[src/rtl/memory_stage.sv]
// Memory pipeline stage: registers execute results for writeback and runs
// data-memory loads/stores over a ready handshake, stalling execute meanwhile.
module memory_stage #(
  parameter int WIDTH = 16
) (
  input  logic             clk,
  input  logic             rst_n,
  input  logic             bubble_in,
  input  logic [WIDTH-1:0] instr_in,
  input  logic [WIDTH-1:0] alu_in,
  input  logic [WIDTH-1:0] store_data_in,
  input  logic             halt_in,
  output logic             stall,
  output logic [WIDTH-1:0] mem_addr,
  output logic [WIDTH-1:0] mem_wdata,
  output logic             mem_re,
  output logic             mem_we,
  input  logic [WIDTH-1:0] mem_rdata,
  input  logic             mem_ready,
  output logic             bubble_out,
  output logic [WIDTH-1:0] instr_out,
  output logic [WIDTH-1:0] alu_out,
  output logic [WIDTH-1:0] mem_out
);

  localparam logic IDLE = 1'b0;
  localparam logic REQ  = 1'b1;

  logic             state_reg;
  logic [WIDTH-1:0] addr_reg;
  logic [WIDTH-1:0] data_reg;
  logic [WIDTH-1:0] instr_reg;

  logic accept;
  logic in_is_load, in_is_store, in_is_mem;
  logic lat_is_load, lat_is_store;

  assign accept      = !bubble_in && !halt_in;
  assign in_is_load  = (instr_in[15:12] == 4'hF) && (instr_in[7:4] == 4'h0);
  assign in_is_store = (instr_in[15:12] == 4'hF) && (instr_in[7:4] == 4'h1);
  assign in_is_mem   = in_is_load || in_is_store;

  assign lat_is_load  = (instr_reg[15:12] == 4'hF) && (instr_reg[7:4] == 4'h0);
  assign lat_is_store = (instr_reg[15:12] == 4'hF) && (instr_reg[7:4] == 4'h1);

  // Request strobes decode only registered state so reset drops them at once.
  assign stall     = (state_reg == REQ);
  assign mem_re    = stall && lat_is_load;
  assign mem_we    = stall && lat_is_store;
  assign mem_addr  = addr_reg;
  assign mem_wdata = data_reg;

  always_ff @(posedge clk or negedge rst_n) begin
    if (!rst_n) begin
      state_reg  <= IDLE;
      addr_reg   <= '0;
      data_reg   <= '0;
      instr_reg  <= '0;
      bubble_out <= 1'b1;
      instr_out  <= '0;
      alu_out    <= '0;
      mem_out    <= '0;
    end else begin
      case (state_reg)
        IDLE: begin
          bubble_out <= 1'b1;
          if (accept && !in_is_mem) begin
            bubble_out <= 1'b0;
            instr_out  <= instr_in;
            alu_out    <= alu_in;
            mem_out    <= '0;
          end else if (accept) begin
            instr_reg <= instr_in;
            addr_reg  <= alu_in;
            data_reg  <= store_data_in;
            state_reg <= REQ;
          end
        end
        default: begin
          // halt_in is deliberately ignored: an in-flight access always finishes.
          bubble_out <= 1'b1;
          if (mem_ready) begin
            state_reg  <= IDLE;
            bubble_out <= 1'b0;
            instr_out  <= instr_reg;
            alu_out    <= addr_reg;
            mem_out    <= lat_is_load ? mem_rdata : '0;
          end
        end
      endcase
    end
  end

endmodule

[config.mk]
export PLATFORM = sky130hd
export DESIGN_NAME = memory_stage
export DESIGN_NICKNAME = d
export VERILOG_FILES = /design/src/rtl/memory_stage.sv
export SDC_FILE = /design/constraint.sdc
export NUM_CORES = 1
export LEC_CHECK = 0
export CAP_MARGIN = 30
export CORE_ASPECT_RATIO = 0.7
export CORE_MARGIN = 2
export CORE_UTILIZATION = 45
export DETAILED_ROUTE_END_ITERATION = 8
export PLACE_DENSITY = 0.91
export SYNTH_ARGS = -nofsm -noshare
export SYNTH_HDL_FRONTEND = slang
export SYNTH_SLANG_ARGS = --single-unit
[constraint.sdc]
create_clock -name clk -period 2 [get_ports clk]
set_input_delay 0.3 -clock clk [delete_from_list [all_inputs] [get_ports clk]]
set_output_delay 0.3 -clock clk [all_outputs]
set_load 0.005 [all_outputs]
==> flow_summary.ini, run 1 <==
[status]
status = finished, final reports clean

[power_and_ir_drop]
total_power_mw = 4.727
p_per_area_mw_per_mm2 = 741.1
p_leak_nw = 2.801
ir_worst_vdd_mv = 0.4313

[cells_and_area]
drive_gt1_frac = 0.3191
instances_no_fill = 591
final_nets = 531
most-common-layout-cells = 149 x clkdlybuf4s50_1, 97 x dfrtp_1, 92 x mux2_2
fill_cells = 657
fin_util = 0.6948
final_common_cell = clkdlybuf4s50_1
antenna_cells = 0
syn_to_final_growth_pct = 48.11

[floorplan]
dieArea_mm2 = 0.01038
initial_core_util = 0.4691
die_y_um = 85.85
num_rows = 29
coreArea_mm2 = 0.009180
die_w_um = 120.9
boundaryPins = 153

[synth]
synth.avg_cell_area_um2 = 14.60
synth-edff-count = 0
synth_flop_cell = dfrtp_1
ys_seq_area_frac = 0.5697
synth_nets = 364
async_flop_share = 1.000
synth_seq_cells = 98
syn_area_mm2 = 0.004307
synth_cell_types = 25
yosysWarnings = 0
netlist_instances = 295

[timing]
fin_skew_ns = 0.006212
fmax_mhz = 521.4
relSlewSlack = 0.7223
slew_viol_final = 0
timing.setup.tns_ns = 0
hold_viol_final = 0
final.setup.worst_slack_ns = 0.08219
tightest_slew_ns = 0.4165
fin_crit_ns = 1.918
timing.final.crit_share = 0.9589
setup_viol = 0

[critical_path]
rr_worst_depth = 9
slowest_stage = clkdlybuf4s50_1
critPathArrivalTime_ns = 1.62
path_max_fanout = 13
r2r_slack_ns = 0.16
endpoint_kind = output pin
cp-start-kind = flip-flop
slowest_delay_ns = 0.55
r2r-end = mem_out[5]
criticalPathCategory = flip-flop to output pin
required_ns = 1.70
crit_chain = buf_4 > clkdlybuf4s50_1
r2r-start = instr_reg[5]

[detailed_routing]
route.detailed.drc = 0
ant_nets = 0
vias = 2965
wl_per_cell_um = 17.24
viasPerCell = 5.017
drtIter0Drc = 97
wirelength_mm = 10.19
drt_first_pass_iters = 5

[grt]
antenna_found_initial = 0
grt_pass1_wl_mm = 16.62
grt_max_degree = 56
grt_pass1_vias = 3243
grt_overflow = 0
grtUsageTotal = 0.2078

[place]
place_ws_ns = -0.03452
gp_congestion = 0.7733
port_buffers = 152
hpwlAfterDp_mm = 7.356
dp_cells = 567

[clocking]
cts_root_buffer = clkbuf_16
ctsHtreeMaxLevel = 3
clk_pin_slew_ns = 0.07
clock_latency_ns = 0.34
cts_buffer_depth = 2
numCtsBuffers = 9
cts_sinks = 98
tritoncts = built

[flow_run]
drv_cap = 0

[worst_hold_path]
min_path_type = primary input to asynchronous set/reset pin
## Yosys cell counts (2+ instances only)
| library cell | number | area [um2] |
|---|---|---|
| clkbuf_1 | 7 | 26.28 |
| buf_2 | 4 | 20.02 |
| o21ai_0 | 2 | 10.01 |
| buf_6 | 7 | 78.83 |
| nand2b_1 | 4 | 25.02 |
| dfrtp_1 | 97 | 2427 |
| mux2i_1 | 16 | 160.2 |
| nand4_1 | 16 | 100.1 |
| mux2_4 | 10 | 150.1 |
| mux2_2 | 92 | 1036 |
| mux2_1 | 2 | 22.52 |
| and2_1 | 3 | 18.77 |
| inv_1 | 19 | 71.32 |
| and4bb_2 | 2 | 25.02 |
| nor2_1 | 2 | 7.510 |
| nand2_1 | 3 | 11.26 |
## worst max-delay path by stage
stage	slack (ns)	to	cells past startpoint	start
floorplan	0.23	instr_out[12]	5	stall
global placement	-0.009	instr_out[12]	5	instr_in[7]
detailed placement	-0.03	alu_out[11]	5	instr_in[7]
CTS	0.005	mem_out[5]	13	instr_reg[6]
global route	-0.006	mem_re	4	instr_reg[5]
finish	0.08	stall	2	stall
## what timing repair did
item	4_1_cts	5_1_grt
setup endpoints to repair	2	17
hold buffers	1	0
endpoints found under the hold margin	28	0
setup buffers	11	0
cloned	0	0
resized for setup	7	2
pin swaps	7	1
## report_power, final
part | internal (mW) | switching [mW]
sequential | 2.14 | 0.0896
combinational | 0.531 | 0.231
clock | 0.978 | 0.763
total | 3.64 | 1.08
## worst max-delay path, delay by kind of cell, from the launching register on
kind	cells	cell delay, ns
buffers and inverters	2	0.82
flip-flops	1	0.46
## final cells by class
type	count	area, um2	area share
multi-input combinational	159	1653	0.2591
tap	124	155.1	0.02432
clock inverter	7	77.57	0.01216
inverter	19	71.32	0.01118
sequential	98	2454	0.3847
clock buffer	9	225.2	0.03531
timing repair buffer	175	1743	0.2732
## per-stage QoR
stage / instance area (um2) / hold WS, ns
after global placement: 6003 / 0.2606
final: 6379 / 0.4231
after CTS: 6421 / 0.4472
after floorplan: 4307 / 0.004409
after global routing: 6379 / 0.4648
after detailed placement: 6003 / 0.2668
## logic make-up (layout without fill, tap and decap cells)
family,Yosys count,in the layout,share of synthesized area
compound gates,3,3,0.007263
buf+inv,38,210,0.04910
flops,98,98,0.5697
mux,120,120,0.3178
simple gates,36,36,0.05607
## layer usage
metal	up-vias	wire length [um]	global-route usage
li1	1376	-	-
met1	1480	4213	0.2515
met3	11	732	0.07314
met2	98	5141	0.3529
met4	0	99	0.06131
met5	-	0	0
(Power assumes the default switching activity.)
==> run 2, diff against run 1 <==
==> constraint.sdc (replaced) <==
create_clock -name clk -period 2 [get_ports clk]
set_input_delay 0.4 -clock clk [delete_from_list [all_inputs] [get_ports clk]]
set_output_delay 0.4 -clock clk [all_outputs]
set_load 0.005 [all_outputs]
==> run 2 against run 1 <==
Against the previous run: wire length down 2.2%; critical path depth is 2 higher; register-to-register slack improved by 0.04 ns.
==> flow_summary.ini, run 2 (same netlist as run 1, synthesis figures left out) <==
[critical_path]
path_max_fanout = 2
required_ns = 1.60
endpoint_kind = output pin
criticalPathCategory = flip-flop to output pin
critPathArrivalTime_ns = 1.50
cp-start-kind = flip-flop

[floorplan]
num_rows = 29
die_y_um = 85.85
dieArea_mm2 = 0.01038
die_w_um = 120.9
initial_core_util = 0.4691
coreArea_mm2 = 0.009180
boundaryPins = 153

[place]
hpwlAfterDp_mm = 7.374
gp_congestion = 0.7699
port_buffers = 152
dp_cells = 571
place_area_mm2 = 0.006046

[timing]
timing.final.crit_share = 0.9501
timing.setup.tns_ns = 0
fin_crit_ns = 1.900
tightest_slew_ns = 0.3358
setup_viol = 0
hold_viol_final = 0
relSlewSlack = 0.7762
slew_viol_final = 0
rsz0062_at_grt = no
fin_skew_ns = 0.005662
fmax_mhz = 526.2

[detailed_routing]
viasPerCell = 4.912
drt_first_pass_iters = 4
vias = 2898
route.detailed.drc = 0
ant_nets = 0
wirelength_mm = 9.964
wl_per_cell_um = 16.89
drtIter0Drc = 105

[clocking]
clk_pin_slew_ns = 0.07
cts_root_buffer = clkbuf_16
cts_buffer_depth = 2
tritoncts = built
ctsHtreeMaxLevel = 3
clock_latency_ns = 0.34
numCtsBuffers = 9
cts_sinks = 98

[power_and_ir_drop]
switchingPower_mw = 1.074
pwr-share-clk = 0.383
p_comb_frac = 0.157
p_leak_nw = 2.814
intPower_mw = 3.767
ir_worst_vdd_mv = 0.5610
p_per_area_mw_per_mm2 = 755.9
switching_share = 0.2218
seqPwrFrac = 0.459

[flow_run]
drv_cap = 0

[worst_hold_path]
min_path_type = primary input to asynchronous set/reset pin

[cells_and_area]
instances_no_fill = 590
syn_to_final_growth_pct = 48.69
final_common_cell = clkdlybuf4s50_1
final_nets = 530
drive_gt1_frac = 0.3240
design_area_mm2 = 0.006404
most-common-layout-cells = 149 x clkdlybuf4s50_1, 97 x dfrtp_1, 92 x mux2_2
antenna_cells = 0

[grt]
grt_pass1_vias = 3155
grt_pass1_wl_mm = 16.24
grt_overflow = 0
grtUsageTotal = 0.2015
antenna_found_initial = 0
grt_max_degree = 56

[status]
status = finished, final reports clean
==> run 2: area by class of cell <==
type,instances,area (um2)
Clock buffer,9,225.2
Inverter,19,71.32
Timing Repair Buffer,174,1739
Multi-Input combinational cell,159,1658
Tap cell,124,155.1
Clock inverter,7,101.3
Fill cell,647,2776
Sequential cell,98,2454
==> run 2: path summary, 6_finish.rpt <==
path	cells past startpoint	startpoint	slack [ns]	end
setup / recovery	4	instr_reg[5]	0.1	mem_re
hold / removal	2	rst_n	0.46	mem_addr[2]
setup reg to reg	5	stall	0.20	mem_out[5]
hold reg to reg	1	instr_reg[13]	0.49	instr_reg[13]
max in group asynchronous	3	rst_n	0.87	bubble_out
min in group clk	1	instr_reg[13]	0.49	instr_reg[13]
==> run 2: worst max-delay path, cell delays in order, from the launching register on <==
cell and delay, ns:
dfrtp_1 0.41, nor4b_4 0.33, nand2_2 0.11, nor3_2 0.16
buf_2 0.14
==> run 2: layer usage <==
| layer | up-vias | wire length, um | track usage |
|---|---|---|---|
| met2 | 96 | 4980 | 0.3366 |
| met1 | 1436 | 4092 | 0.2537 |
| met3 | 8 | 815 | 0.07247 |
| met5 | - | 0 | 0 |
| met4 | 0 | 76 | 0.04440 |
| li1 | 1358 | - | - |
==> run 2: timing repair <==
item / 4_1_cts / 5_1_grt
resized for setup: 6 / 4
setup buffers: 2 / 0
cloned: 0 / 0
endpoints found under the hold margin: 17 / 0
hold buffers: 1 / 0
pin swaps: 2 / 3
setup endpoints to repair: 2 / 2
==> run 2: through the flow <==
step / setup WS [ns] / hold slack [ns] / power, mW / util
after floorplan: 0.1936 / 0.1044 / 2.488 / -
after global placement: -0.1294 / 0.2909 / 2.994 / 0.6586
after detailed placement: -0.1765 / 0.2904 / 3.025 / 0.6586
after CTS: 0.01108 / 0.4600 / 4.907 / 0.6984
after global routing: 0.02041 / 0.4705 / 5.050 / 0.6976
final: 0.09975 / 0.4587 / 4.841 / 0.6976
==> run 2: power groups by stage <==
stage,Sequential [mW],Combinational (mW),Clock [mW]
2_1_floorplan,2.26,0.231,0
3_3_place_gp,2.25,0.744,0
3_5_place_dp,2.26,0.764,0
4_1_cts,2.23,0.773,1.91
5_1_grt,2.24,0.816,1.99
6_report,2.22,0.762,1.85
